**src/rtl/vend_pkg.sv**
```systemverilog
// ---------------------------------------------------------------------------
// vend_pkg
//   Shared definitions for the vending machine payment path: coin encodings,
//   coin cent values, the payment controller state enum and the default
//   datapath widths. The snack selector and the hopper model use the same
//   package, so the coin and price encodings stay consistent across blocks.
// ---------------------------------------------------------------------------
package vend_pkg;

    localparam int PRICE_W        = 9;    // price in cents, max 400
    localparam int CREDIT_W       = 10;   // credit register width in cents
    localparam int MAX_CREDIT_DEF = 500;  // default credit ceiling

    localparam int CENTS_5   = 5;
    localparam int CENTS_10  = 10;
    localparam int CENTS_25  = 25;
    localparam int CENTS_100 = 100;

    // Coin codes on coin_value / change_coin (the hopper never pays 100c)
    typedef enum logic [1:0] {
        COIN_5   = 2'b00,
        COIN_10  = 2'b01,
        COIN_25  = 2'b10,
        COIN_100 = 2'b11
    } coin_e;

    typedef enum logic [1:0] {
        ST_IDLE    = 2'b00,
        ST_COLLECT = 2'b01,
        ST_VEND    = 2'b10,
        ST_CHANGE  = 2'b11
    } state_e;

    // Cent value of a coin code, sized to the credit register
    function automatic logic [CREDIT_W-1:0] coin_cents(input logic [1:0] code);
        logic [CREDIT_W-1:0] value;
        case (code)
            2'b00:   value = CREDIT_W'(CENTS_5);
            2'b01:   value = CREDIT_W'(CENTS_10);
            2'b10:   value = CREDIT_W'(CENTS_25);
            default: value = CREDIT_W'(CENTS_100);
        endcase
        return value;
    endfunction

endpackage

```
**src/rtl/vend_payment_ctrl_if.sv**
```systemverilog
// ---------------------------------------------------------------------------
// vend_payment_ctrl_if
//   Bundles the payment controller's machine-side signals.
//   slave  : the payment controller (consumes price/coins/keypad/hopper acks)
//   master : the rest of the machine (selector, coin mech, keypad, motor,
//            hopper) which drives the requests and observes the responses.
//   Signals: price, coin_valid, coin_value, coin_accept, coin_reject,
//            vend_req, cancel, short_funds, vend_out, vend_done,
//            change_valid, change_coin, change_ack, credit, busy.
// ---------------------------------------------------------------------------
interface vend_payment_ctrl_if;
    import vend_pkg::*;

    logic [PRICE_W-1:0]  price;
    logic                coin_valid;
    logic [1:0]          coin_value;
    logic                coin_accept;
    logic                coin_reject;
    logic                vend_req;
    logic                cancel;
    logic                short_funds;
    logic                vend_out;
    logic                vend_done;
    logic                change_valid;
    logic [1:0]          change_coin;
    logic                change_ack;
    logic [CREDIT_W-1:0] credit;
    logic                busy;

    modport slave (
        input  price, coin_valid, coin_value, vend_req, cancel, vend_done, change_ack,
        output coin_accept, coin_reject, short_funds, vend_out,
               change_valid, change_coin, credit, busy
    );

    modport master (
        output price, coin_valid, coin_value, vend_req, cancel, vend_done, change_ack,
        input  coin_accept, coin_reject, short_funds, vend_out,
               change_valid, change_coin, credit, busy
    );

endinterface

```
**src/rtl/change_coin_pick.sv**
```systemverilog
// ---------------------------------------------------------------------------
// change_coin_pick
//   Combinational greedy change selector: picks the largest hopper coin
//   (25c, 10c, 5c) that does not exceed the remaining credit.
//   Ports:
//     credit     in   remaining credit in cents
//     coin_code  out  hopper coin code (never COIN_100)
//     coin_cents out  cent value of the chosen coin, 0 when none
//     none       out  credit below 5c, nothing left to pay
// ---------------------------------------------------------------------------
module change_coin_pick
    import vend_pkg::*;
(
    input  logic [CREDIT_W-1:0] credit,
    output logic [1:0]          coin_code,
    output logic [CREDIT_W-1:0] coin_cents,
    output logic                none
);

    // Greedy choice, largest coin first; the leftover 1-4c residue is
    // reported as "none" so the controller can forfeit it and go idle.
    always_comb begin
        coin_code  = COIN_5;
        coin_cents = '0;
        none       = 1'b1;
        if (credit >= CREDIT_W'(CENTS_25)) begin
            coin_code  = COIN_25;
            coin_cents = CREDIT_W'(CENTS_25);
            none       = 1'b0;
        end else if (credit >= CREDIT_W'(CENTS_10)) begin
            coin_code  = COIN_10;
            coin_cents = CREDIT_W'(CENTS_10);
            none       = 1'b0;
        end else if (credit >= CREDIT_W'(CENTS_5)) begin
            coin_code  = COIN_5;
            coin_cents = CREDIT_W'(CENTS_5);
            none       = 1'b0;
        end
    end

endmodule

```
**src/rtl/vend_payment_ctrl.sv**
```systemverilog
// ---------------------------------------------------------------------------
// vend_payment_ctrl
//   Payment side of the vending machine. Accumulates coins as credit, vends
//   when credit covers the selected price, then pays change through the
//   hopper handshake one coin at a time.
//   Ports:
//     clk    in  single clock, rising edge
//     rst_n  in  synchronous active-low reset
//     bus    slave modport of vend_payment_ctrl_if (coins, keypad, motor,
//            hopper, credit display, busy)
//   Parameter:
//     MAX_CREDIT  coin rejected if credit + coin would exceed this
//   Optional feature:
//     ESCROW_REFUND_EN  when defined, cancel in COLLECT refunds the credit
//                       through the change path; otherwise cancel is ignored.
// ---------------------------------------------------------------------------
module vend_payment_ctrl
    import vend_pkg::*;
#(
    parameter int MAX_CREDIT = MAX_CREDIT_DEF
)(
    input  logic                clk,
    input  logic                rst_n,
    vend_payment_ctrl_if.slave  bus
);

    localparam logic [CREDIT_W:0] MAX_SUM = (CREDIT_W+1)'(MAX_CREDIT);
    localparam logic [CREDIT_W-1:0] MIN_CHANGE = CREDIT_W'(CENTS_5);

    state_e              state;
    logic [CREDIT_W-1:0] credit_r;
    logic                coin_accept_r;
    logic                coin_reject_r;
    logic                short_funds_r;
    logic                vend_out_r;
    logic                change_valid_r;
    logic [1:0]          change_coin_r;

    logic [CREDIT_W-1:0] price_ext;
    logic                vend_ok;
    logic [CREDIT_W:0]   coin_sum;
    logic                coin_fits;
    logic                cancel_hit;
    logic [1:0]          pick_code;
    logic [CREDIT_W-1:0] pick_cents;
    logic                pick_none;

    change_coin_pick u_pick (
        .credit     (credit_r),
        .coin_code  (pick_code),
        .coin_cents (pick_cents),
        .none       (pick_none)
    );

    // Purchase and coin decisions all look at the registered credit, so a coin
    // arriving in the same cycle as a buy never helps pay for that buy.
    always_comb begin
        price_ext = CREDIT_W'(bus.price);
        vend_ok   = bus.vend_req && (bus.price != '0) && (credit_r >= price_ext);
        coin_sum  = {1'b0, credit_r} + {1'b0, coin_cents(bus.coin_value)};
        coin_fits = (coin_sum <= MAX_SUM);
    end

`ifdef ESCROW_REFUND_EN
    // A refund only makes sense while money is being collected.
    assign cancel_hit = bus.cancel && (state == ST_COLLECT);
`else
    logic unused_cancel;
    assign unused_cancel = bus.cancel;
    assign cancel_hit    = 1'b0;
`endif

    // Main controller. The price is captured by deducting it from credit at
    // the moment the buy is accepted, so later price changes cannot affect the
    // transaction. Pulses default low every cycle; change_valid drops for one
    // cycle after each hopper ack before the next coin is requested.
    always_ff @(posedge clk) begin
        if (!rst_n) begin
            state          <= ST_IDLE;
            credit_r       <= '0;
            coin_accept_r  <= 1'b0;
            coin_reject_r  <= 1'b0;
            short_funds_r  <= 1'b0;
            vend_out_r     <= 1'b0;
            change_valid_r <= 1'b0;
            change_coin_r  <= '0;
        end else begin
            coin_accept_r <= 1'b0;
            coin_reject_r <= 1'b0;
            short_funds_r <= 1'b0;
            case (state)
                ST_IDLE, ST_COLLECT: begin
                    if (bus.vend_req && !vend_ok) begin
                        short_funds_r <= 1'b1;
                    end
                    if (vend_ok) begin
                        credit_r      <= credit_r - price_ext;
                        vend_out_r    <= 1'b1;
                        coin_reject_r <= bus.coin_valid;
                        state         <= ST_VEND;
                    end else if (cancel_hit) begin
                        coin_reject_r <= bus.coin_valid;
                        if (credit_r >= MIN_CHANGE) begin
                            state <= ST_CHANGE;
                        end else begin
                            credit_r <= '0;
                            state    <= ST_IDLE;
                        end
                    end else if (bus.coin_valid) begin
                        if (coin_fits) begin
                            credit_r      <= coin_sum[CREDIT_W-1:0];
                            coin_accept_r <= 1'b1;
                            state         <= ST_COLLECT;
                        end else begin
                            coin_reject_r <= 1'b1;
                        end
                    end
                end
                ST_VEND: begin
                    coin_reject_r <= bus.coin_valid;
                    if (bus.vend_done) begin
                        vend_out_r <= 1'b0;
                        if (credit_r >= MIN_CHANGE) begin
                            state <= ST_CHANGE;
                        end else begin
                            credit_r <= '0;
                            state    <= ST_IDLE;
                        end
                    end
                end
                ST_CHANGE: begin
                    coin_reject_r <= bus.coin_valid;
                    if (change_valid_r) begin
                        // Credit is frozen while a coin is requested, so the
                        // picker still describes the coin on change_coin.
                        if (bus.change_ack) begin
                            credit_r       <= credit_r - pick_cents;
                            change_valid_r <= 1'b0;
                            change_coin_r  <= '0;
                        end
                    end else if (pick_none) begin
                        credit_r <= '0;
                        state    <= ST_IDLE;
                    end else begin
                        change_valid_r <= 1'b1;
                        change_coin_r  <= pick_code;
                    end
                end
                default: begin
                    state <= ST_IDLE;
                end
            endcase
        end
    end

    assign bus.coin_accept  = coin_accept_r;
    assign bus.coin_reject  = coin_reject_r;
    assign bus.short_funds  = short_funds_r;
    assign bus.vend_out     = vend_out_r;
    assign bus.change_valid = change_valid_r;
    assign bus.change_coin  = change_coin_r;
    assign bus.credit       = credit_r;
    assign bus.busy         = (state == ST_VEND) || (state == ST_CHANGE);

endmodule
```
**src/flat_wrapper.sv**
```systemverilog
// flat-port wrapper written by rule: the top's interface ports become plain ports
module vend_payment_ctrl_flat import vend_pkg::*;
#(
    parameter int MAX_CREDIT = MAX_CREDIT_DEF
)
  (clk, rst_n, bus_price, bus_coin_valid, bus_coin_value, bus_vend_req, bus_cancel, bus_vend_done, bus_change_ack, bus_coin_accept, bus_coin_reject, bus_short_funds, bus_vend_out, bus_change_valid, bus_change_coin, bus_credit, bus_busy);
  vend_payment_ctrl_if bus_i ();
  input  logic clk;
  input  logic rst_n;
  input wire logic [$bits(bus_i.price)-1:0] bus_price;
  input wire logic [$bits(bus_i.coin_valid)-1:0] bus_coin_valid;
  input wire logic [$bits(bus_i.coin_value)-1:0] bus_coin_value;
  input wire logic [$bits(bus_i.vend_req)-1:0] bus_vend_req;
  input wire logic [$bits(bus_i.cancel)-1:0] bus_cancel;
  input wire logic [$bits(bus_i.vend_done)-1:0] bus_vend_done;
  input wire logic [$bits(bus_i.change_ack)-1:0] bus_change_ack;
  output wire logic [$bits(bus_i.coin_accept)-1:0] bus_coin_accept;
  output wire logic [$bits(bus_i.coin_reject)-1:0] bus_coin_reject;
  output wire logic [$bits(bus_i.short_funds)-1:0] bus_short_funds;
  output wire logic [$bits(bus_i.vend_out)-1:0] bus_vend_out;
  output wire logic [$bits(bus_i.change_valid)-1:0] bus_change_valid;
  output wire logic [$bits(bus_i.change_coin)-1:0] bus_change_coin;
  output wire logic [$bits(bus_i.credit)-1:0] bus_credit;
  output wire logic [$bits(bus_i.busy)-1:0] bus_busy;
  assign bus_i.price = bus_price;
  assign bus_i.coin_valid = bus_coin_valid;
  assign bus_i.coin_value = bus_coin_value;
  assign bus_i.vend_req = bus_vend_req;
  assign bus_i.cancel = bus_cancel;
  assign bus_i.vend_done = bus_vend_done;
  assign bus_i.change_ack = bus_change_ack;
  assign bus_coin_accept = bus_i.coin_accept;
  assign bus_coin_reject = bus_i.coin_reject;
  assign bus_short_funds = bus_i.short_funds;
  assign bus_vend_out = bus_i.vend_out;
  assign bus_change_valid = bus_i.change_valid;
  assign bus_change_coin = bus_i.change_coin;
  assign bus_credit = bus_i.credit;
  assign bus_busy = bus_i.busy;
  vend_payment_ctrl #(.MAX_CREDIT(MAX_CREDIT)) u_core (.clk(clk), .rst_n(rst_n), .bus(bus_i));
endmodule
```
**config.mk**
```make
export PLATFORM = sky130hd
export DESIGN_NAME = vend_payment_ctrl_flat
export DESIGN_NICKNAME = d
export VERILOG_FILES = /design/src/rtl/vend_pkg.sv /design/src/rtl/vend_payment_ctrl_if.sv /design/src/rtl/change_coin_pick.sv /design/src/rtl/vend_payment_ctrl.sv /design/src/flat_wrapper.sv
export SDC_FILE = /design/constraint.sdc
export NUM_CORES = 1
export LEC_CHECK = 0
export CORE_MARGIN = 10
export CORE_UTILIZATION = 60
export DETAILED_ROUTE_END_ITERATION = 10
export DONT_BUFFER_PORTS = 1
export GPL_ROUTABILITY_DRIVEN = 0
export GPL_TIMING_DRIVEN = 0
export PLACE_DENSITY = 0.72
export SLEW_MARGIN = 40
export SYNTH_ARGS = -nofsm -noshare
export SYNTH_HDL_FRONTEND = slang
export SYNTH_HIERARCHICAL = 1
export SYNTH_SLANG_ARGS = --single-unit
```
**constraint.sdc**
```tcl
create_clock -name clk -period 4.38 [get_ports clk]
set_input_delay 0.876 -clock clk [delete_from_list [all_inputs] [get_ports clk]]
set_output_delay 0.876 -clock clk [all_outputs]
set_load 0.02 [all_outputs]
```
# After elaboration in Yosys (flattened, before gate mapping)
# Index checks and enable logic that the tools add are counted.
# classes
muxes,41
n_bitwise,3
addsub,3
n_lt_le_gt_ge,5
eq_ne,16
n_reduce_logical,17
# ops
cell,n
$mux W10,8
$pmux W10 S3,1
$mux W2,11
$pmux W7 S3,1
$mux W1,14
$add A10 B7 Y11,1
$le A11 B9 Y1 const B,1
$ge A10 B3 Y1 const B,1
$ge A10 B4 Y1 const B,1
$ge A10 B5 Y1 const B,1
$ge A10 B9 Y1,1
$sub A10 B5 Y10,1
$sub A10 B9 Y10,1
$reduce_bool A9 Y1,1
$ne A2 B2 Y1 const B,4
$eq A2 B2 Y1 const B,3
$ne A2 B1 Y1 const B,3
$ne A3 B1 Y1 const B,2
$pmux W2 S3,1
$reduce_and A3 Y1,2
$reduce_and A6 Y1,1
$mux W5,1
$reduce_and A5 Y1,1
$eq A2 B1 Y1 const B,2
other kinds (14),21
# totals
register_bits,19
wordCells,93
in_bits,18

# Longest topological paths before layout
# logic_depth
word_depth,8
ltp_mapped,15
ltp_nobuf,14

# Cells and area by module
# Netlist, hierarchy kept.
# modules_own_cells
mod,n_inst,area_each_um2,cells_per_inst
vend_payment_ctrl,1,2307.2,299
change_coin_pick,1,183.9,29

# Least setup slack after synthesis
# Ideal clock, no wire load.
# synth_timing
kind,in2reg
start,in bus_coin_value[0]
end,reg u_core.credit_r[5] (netlist: u_core/bus.credit[5])
path_slack_ns,0.749
cell_stages,15
required_time_ns,4.264
setup_time_ns,0.116
n_path_buf,1
arrival_time_ns,3.515
cell_sequence,inv_1 > ha_1 > or2_2 > ha_1 > inv_1 > fa_1 > nand2b_1 > a21o_1 > a21oi_1 > or3b_2 > mux2_4 > o31ai_4 > buf_6 > o221ai_1 > o211a_1
# synth_between
elab_chain_len,7
# synth_lines
item,line_no,rtl
from (decl),flat_wrapper.sv:12,input wire logic [$bits(bus_i.coin_value)-1:0] bus_coin_value;
"$eq A2 B2 Y1, or another cell as far along",vend_pkg.sv:37,case (code)
$pmux W7 S3 *,vend_pkg.sv:37,
$add A10 B7 Y11 *,vend_payment_ctrl.sv:60,"coin_sum = {1'b0, credit_r} + {1'b0, coin_cents(bus.coin_value)};"
branches (longest 4 deep; another with $le A11 B9 Y1),-,
to (signal assigned),vend_payment_ctrl.sv:97,credit_r <= credit_r - price_ext;
to (signal assigned),vend_payment_ctrl.sv:111,credit_r <= coin_sum[CREDIT_W-1:0];
to (signal assigned),vend_payment_ctrl.sv:137,credit_r <= credit_r - pick_cents;
to (decl),vend_payment_ctrl.sv:31,logic [CREDIT_W-1:0] credit_r;
# Mark *: on every way between the ends. The select of a mux whose other input is x is not followed.
# A chain may end at the register's enable or synchronous reset.

# Worst setup path in the final report
# layout_timing
start,in bus_coin_value[0]
end,reg u_core.credit_r[2] (netlist: u_core/bus.credit[2])
# Same word-level chain as after synthesis.

==> key figures <==
Run status
  • Status: complete, no violations

Worst hold path
  • Hold path start: u_core/state[0]$_SDFFE_PN0P_
  • HP Class: flip-flop to flip-flop
  • WHS Endpoint: u_core/state[0]$_SDFFE_PN0P_
  • Hold path depth: 2

Worst setup path
  • Critical Path RT: approximately 4.5 ns
  • WP buf/inv: 3
  • R2R cell count: 11
  • CP delay by family, top: simple AND/OR/NAND/NOR gates
  • CP Capture Type: flip-flop
  • Startpoint types: input port
  • Critical Path, Cell by Cell: inv_1 > ha_1 > or2_2 > ha_1 > inv_1 > fa_1 > nand2b_1 > a21o_1 > a21oi_1 > or3b_2 > mux2_4 > o31ai_4 > buf_6 > o221ai_1 > o211a_1
  • Setup CP Type: input port to flip-flop
  • RR Endpoint: u_core/bus.credit[7]$_SDFFE_PN0P_
  • Max FO, Critical Path: 10
  • R2R Setup Slk: 0.85 ns
  • Critical-path top delay cell: or3b_2
  • R2r startpoint: u_core/bus.credit[1]$_SDFFE_PN0P_
  • Max incr delay on CP: about 0.45 ns
  • Critical Path AT: ~3.8 ns

Routing
  • Via-to-Cell Ratio: slightly above 6
  • Antenna Nets Post-Route: 0
  • Wirelength per Cell: around 17 um
  • Total iterations of the first detailed-routing run: 4
  • # DRC: 0
  • Final wirelength: 6690 um
  • 1st-iter DRT viols: 292
  • Via count: roughly 2,400

Floorplanning
  • Initial Util: 0.623
  • Total core area: roughly 4000 um^2
  • Die width: ~84 um
  • Full die area: ~7100 um^2
  • # rows: 23
  • Die height: roughly 84 um
  • # IOs: 36

STA
  • Slew headroom: 0.488
  • Slew @ Worst Pin: 0.757 ns
  • Final period util: 0.841
  • Fin crit period: about 3.7 ns
  • Final setup margin: a little under 0.7 ns
  • Fmax: between 200 and 300 MHz
  • RSZ-0062 raised after global routing: no
  • Final Max Tran Viols: 0
  • Worst Clk Skew: around 0.0017 ns
  • Final setup viols: 0
  • Setup_tns: 0 ns
  • Final hold violations: 0

Logic synthesis
  • Mapped Cells: around 330
  • Number of synthesized flops with an enable pin: 0
  • Synth top area cells: dfxtp_1 15%, ha_1 15%, inv_1 4.8%
  • Top_reg_cell synth: dfxtp_1
  • Post-Syn Area: between 2000 and 2500 um^2
  • Syn. warnings: 6
  • Commonest cells in the netlist: 32 x inv_1, 29 x ha_1, 24 x nand2_1, 24 x nor2_1
  • Syn Area/Cell: roughly 7.6 um^2
  • Area leader, netlist: dfxtp_1
  • Post-synthesis sequential area ratio: 0.153
  • Count leader, synth: inv_1
  • Async SR Flop Fraction: 0
  • Post-synth top area share: 0.153
  • Synth unique cells: 63
  • FF+latch count, synth: 19

Clock network
  • CTS max path bufs: 2
  • Clk Tree Root Cell: clkbuf_8
  • H-tree levels: 1
  • Clock sinks: 19
  • Clk_lat worst skew: around 0.25 ns
  • Reg clk slew, reported paths: 0.07 ns
  • TritonCTS clock tree: built
  • Post-cts resize count: 0
  • Hold_buf cts: 0
  • TritonCTS Buffers: 3
  • Post-CTS setup buffers: 0

Flow run
  • Max-cap violations: 0

Layout
  • Diodes inserted: 0
  • Layout cell share with drive strength beyond 1: 0.0774
  • Post-Layout Cell Count: a little under 400
  • P&R area growth vs syn: 4.92%
  • Final nets: around 390

GRT
  • Gr ovfl total: 0
  • Antenna violations before repair: 0
  • First-pass GRT wire length: between 10,000 and 15,000 um
  • Vias in the first global route: 2,156
  • Largest net degree at the start of global routing: 15
  • GR Util All Layers: 0.176

Power
  • Overall Power: 0.00181 W
  • Pwr dens: approximately 690 nW/um^2
  • Lkg Pwr: around 1.2 nW
  • Max rail drop VDD: between 0.0003 and 0.0004 V

Placement
  • Final HPWL DP: 5250 um
  • Buffers on Ports: 0
  • Placed Cells incl. Taps: approximately 380
  • Place WS: about 0.44 ns
[worst max path at each step]
stage          slack (ns)                                end                              start  depth (start not counted)
2_1_floorplan        0.75  u_core/bus.credit[5]$_SDFFE_PN0P_                  bus_coin_value[0]                         15
6_report             0.69  u_core/bus.credit[2]$_SDFFE_PN0P_                  bus_coin_value[0]                         15
3_3_place_gp         0.53  u_core/bus.credit[2]$_SDFFE_PN0P_                  bus_coin_value[0]                         15
4_1_cts              0.70  u_core/bus.credit[2]$_SDFFE_PN0P_                  bus_coin_value[0]                         15
5_1_grt              0.50  u_core/bus.credit[7]$_SDFFE_PN0P_  u_core/bus.credit[1]$_SDFFE_PN0P_                         11
3_5_place_dp         0.44  u_core/bus.credit[2]$_SDFFE_PN0P_                  bus_coin_value[0]                         15
[cell usage in the layout (no fill, tap or decap), types with 7 or more instances in the layout]
cell | Yosys | routed
xnor2_1 | 12 | 12
buf_4 | 8 | 8
nor3_1 | 10 | 10
o21ai_0 | 21 | 21
clkbuf_1 | 6 | 7
ha_1 | 29 | 29
inv_1 | 32 | 32
a21o_1 | 7 | 7
dfxtp_1 | 19 | 19
nor2_1 | 24 | 24
nand2_1 | 24 | 24
nand2b_1 | 7 | 7
a21oi_1 | 21 | 21
[flip-flops by register name (all words and copies together), names as in the netlist]
register                 cells
u_core/bus.change_valid      1
u_core/bus.credit           10
u_core/bus.short_funds       1
u_core/bus.coin_reject       1
u_core/bus.vend_out          1
u_core/bus.change_coin       2
u_core/state                 2
u_core/bus.coin_accept       1
[cell families after synthesis]
family / after synthesis / synth area share
AND/OR/NAND/NOR: 102 / 0.212
AO/OA/AOI/OAI: 100 / 0.281
buffers and inverters: 49 / 0.0894
adder cells (fa/ha/maj): 32 / 0.170
flip-flops: 19 / 0.153
XOR/XNOR: 18 / 0.0633
multiplexers: 7 / 0.0301
other: 1 / 0.00151
[final cells by class]
type | count | area (um^2)
well taps | 50 | 62.6
fillers | 406 | 1390
flip-flops and latches | 19 | 380
clock buffers | 4 | 45.0
inverters | 32 | 120
multi-input cells | 264 | 1900
plain buffers | 17 | 103
[routing by layer]
layer,part of all wire,up-vias,track usage
met5,0,-,0
met4,0.010,0,0.0449
met3,0.080,6,0.0309
met2,0.46,83,0.292
met1,0.45,1105,0.229
li1,-,1196,-
[power by group]
group / internal (W) / switching, W / total, W
Clock: 0.0000646 / 0.0000573 / 0.000122
Combinational: 0.000563 / 0.000708 / 0.00127
Sequential: 0.000226 / 0.000188 / 0.000414
Total: 0.000854 / 0.000953 / 0.00181
[tightest hold or removal path, cell delays in order, from the launching register on]
cell and delay, ns:
dfxtp_1 0.38, inv_1 0.09, a31oi_1 0.06
[through the flow]
step | utilization | cell area (um^2) | hold slack, ns
3_3_place_gp | 0.642 | 2570 | 0.567
4_1_cts | 0.653 | 2610 | 0.582
5_1_grt | 0.653 | 2610 | 0.641
2_1_floorplan | - | 2510 | 0.520
3_5_place_dp | 0.642 | 2570 | 0.570
6_report | 0.653 | 2610 | 0.582
No activity file was read; power rests on OpenSTA's default activity.
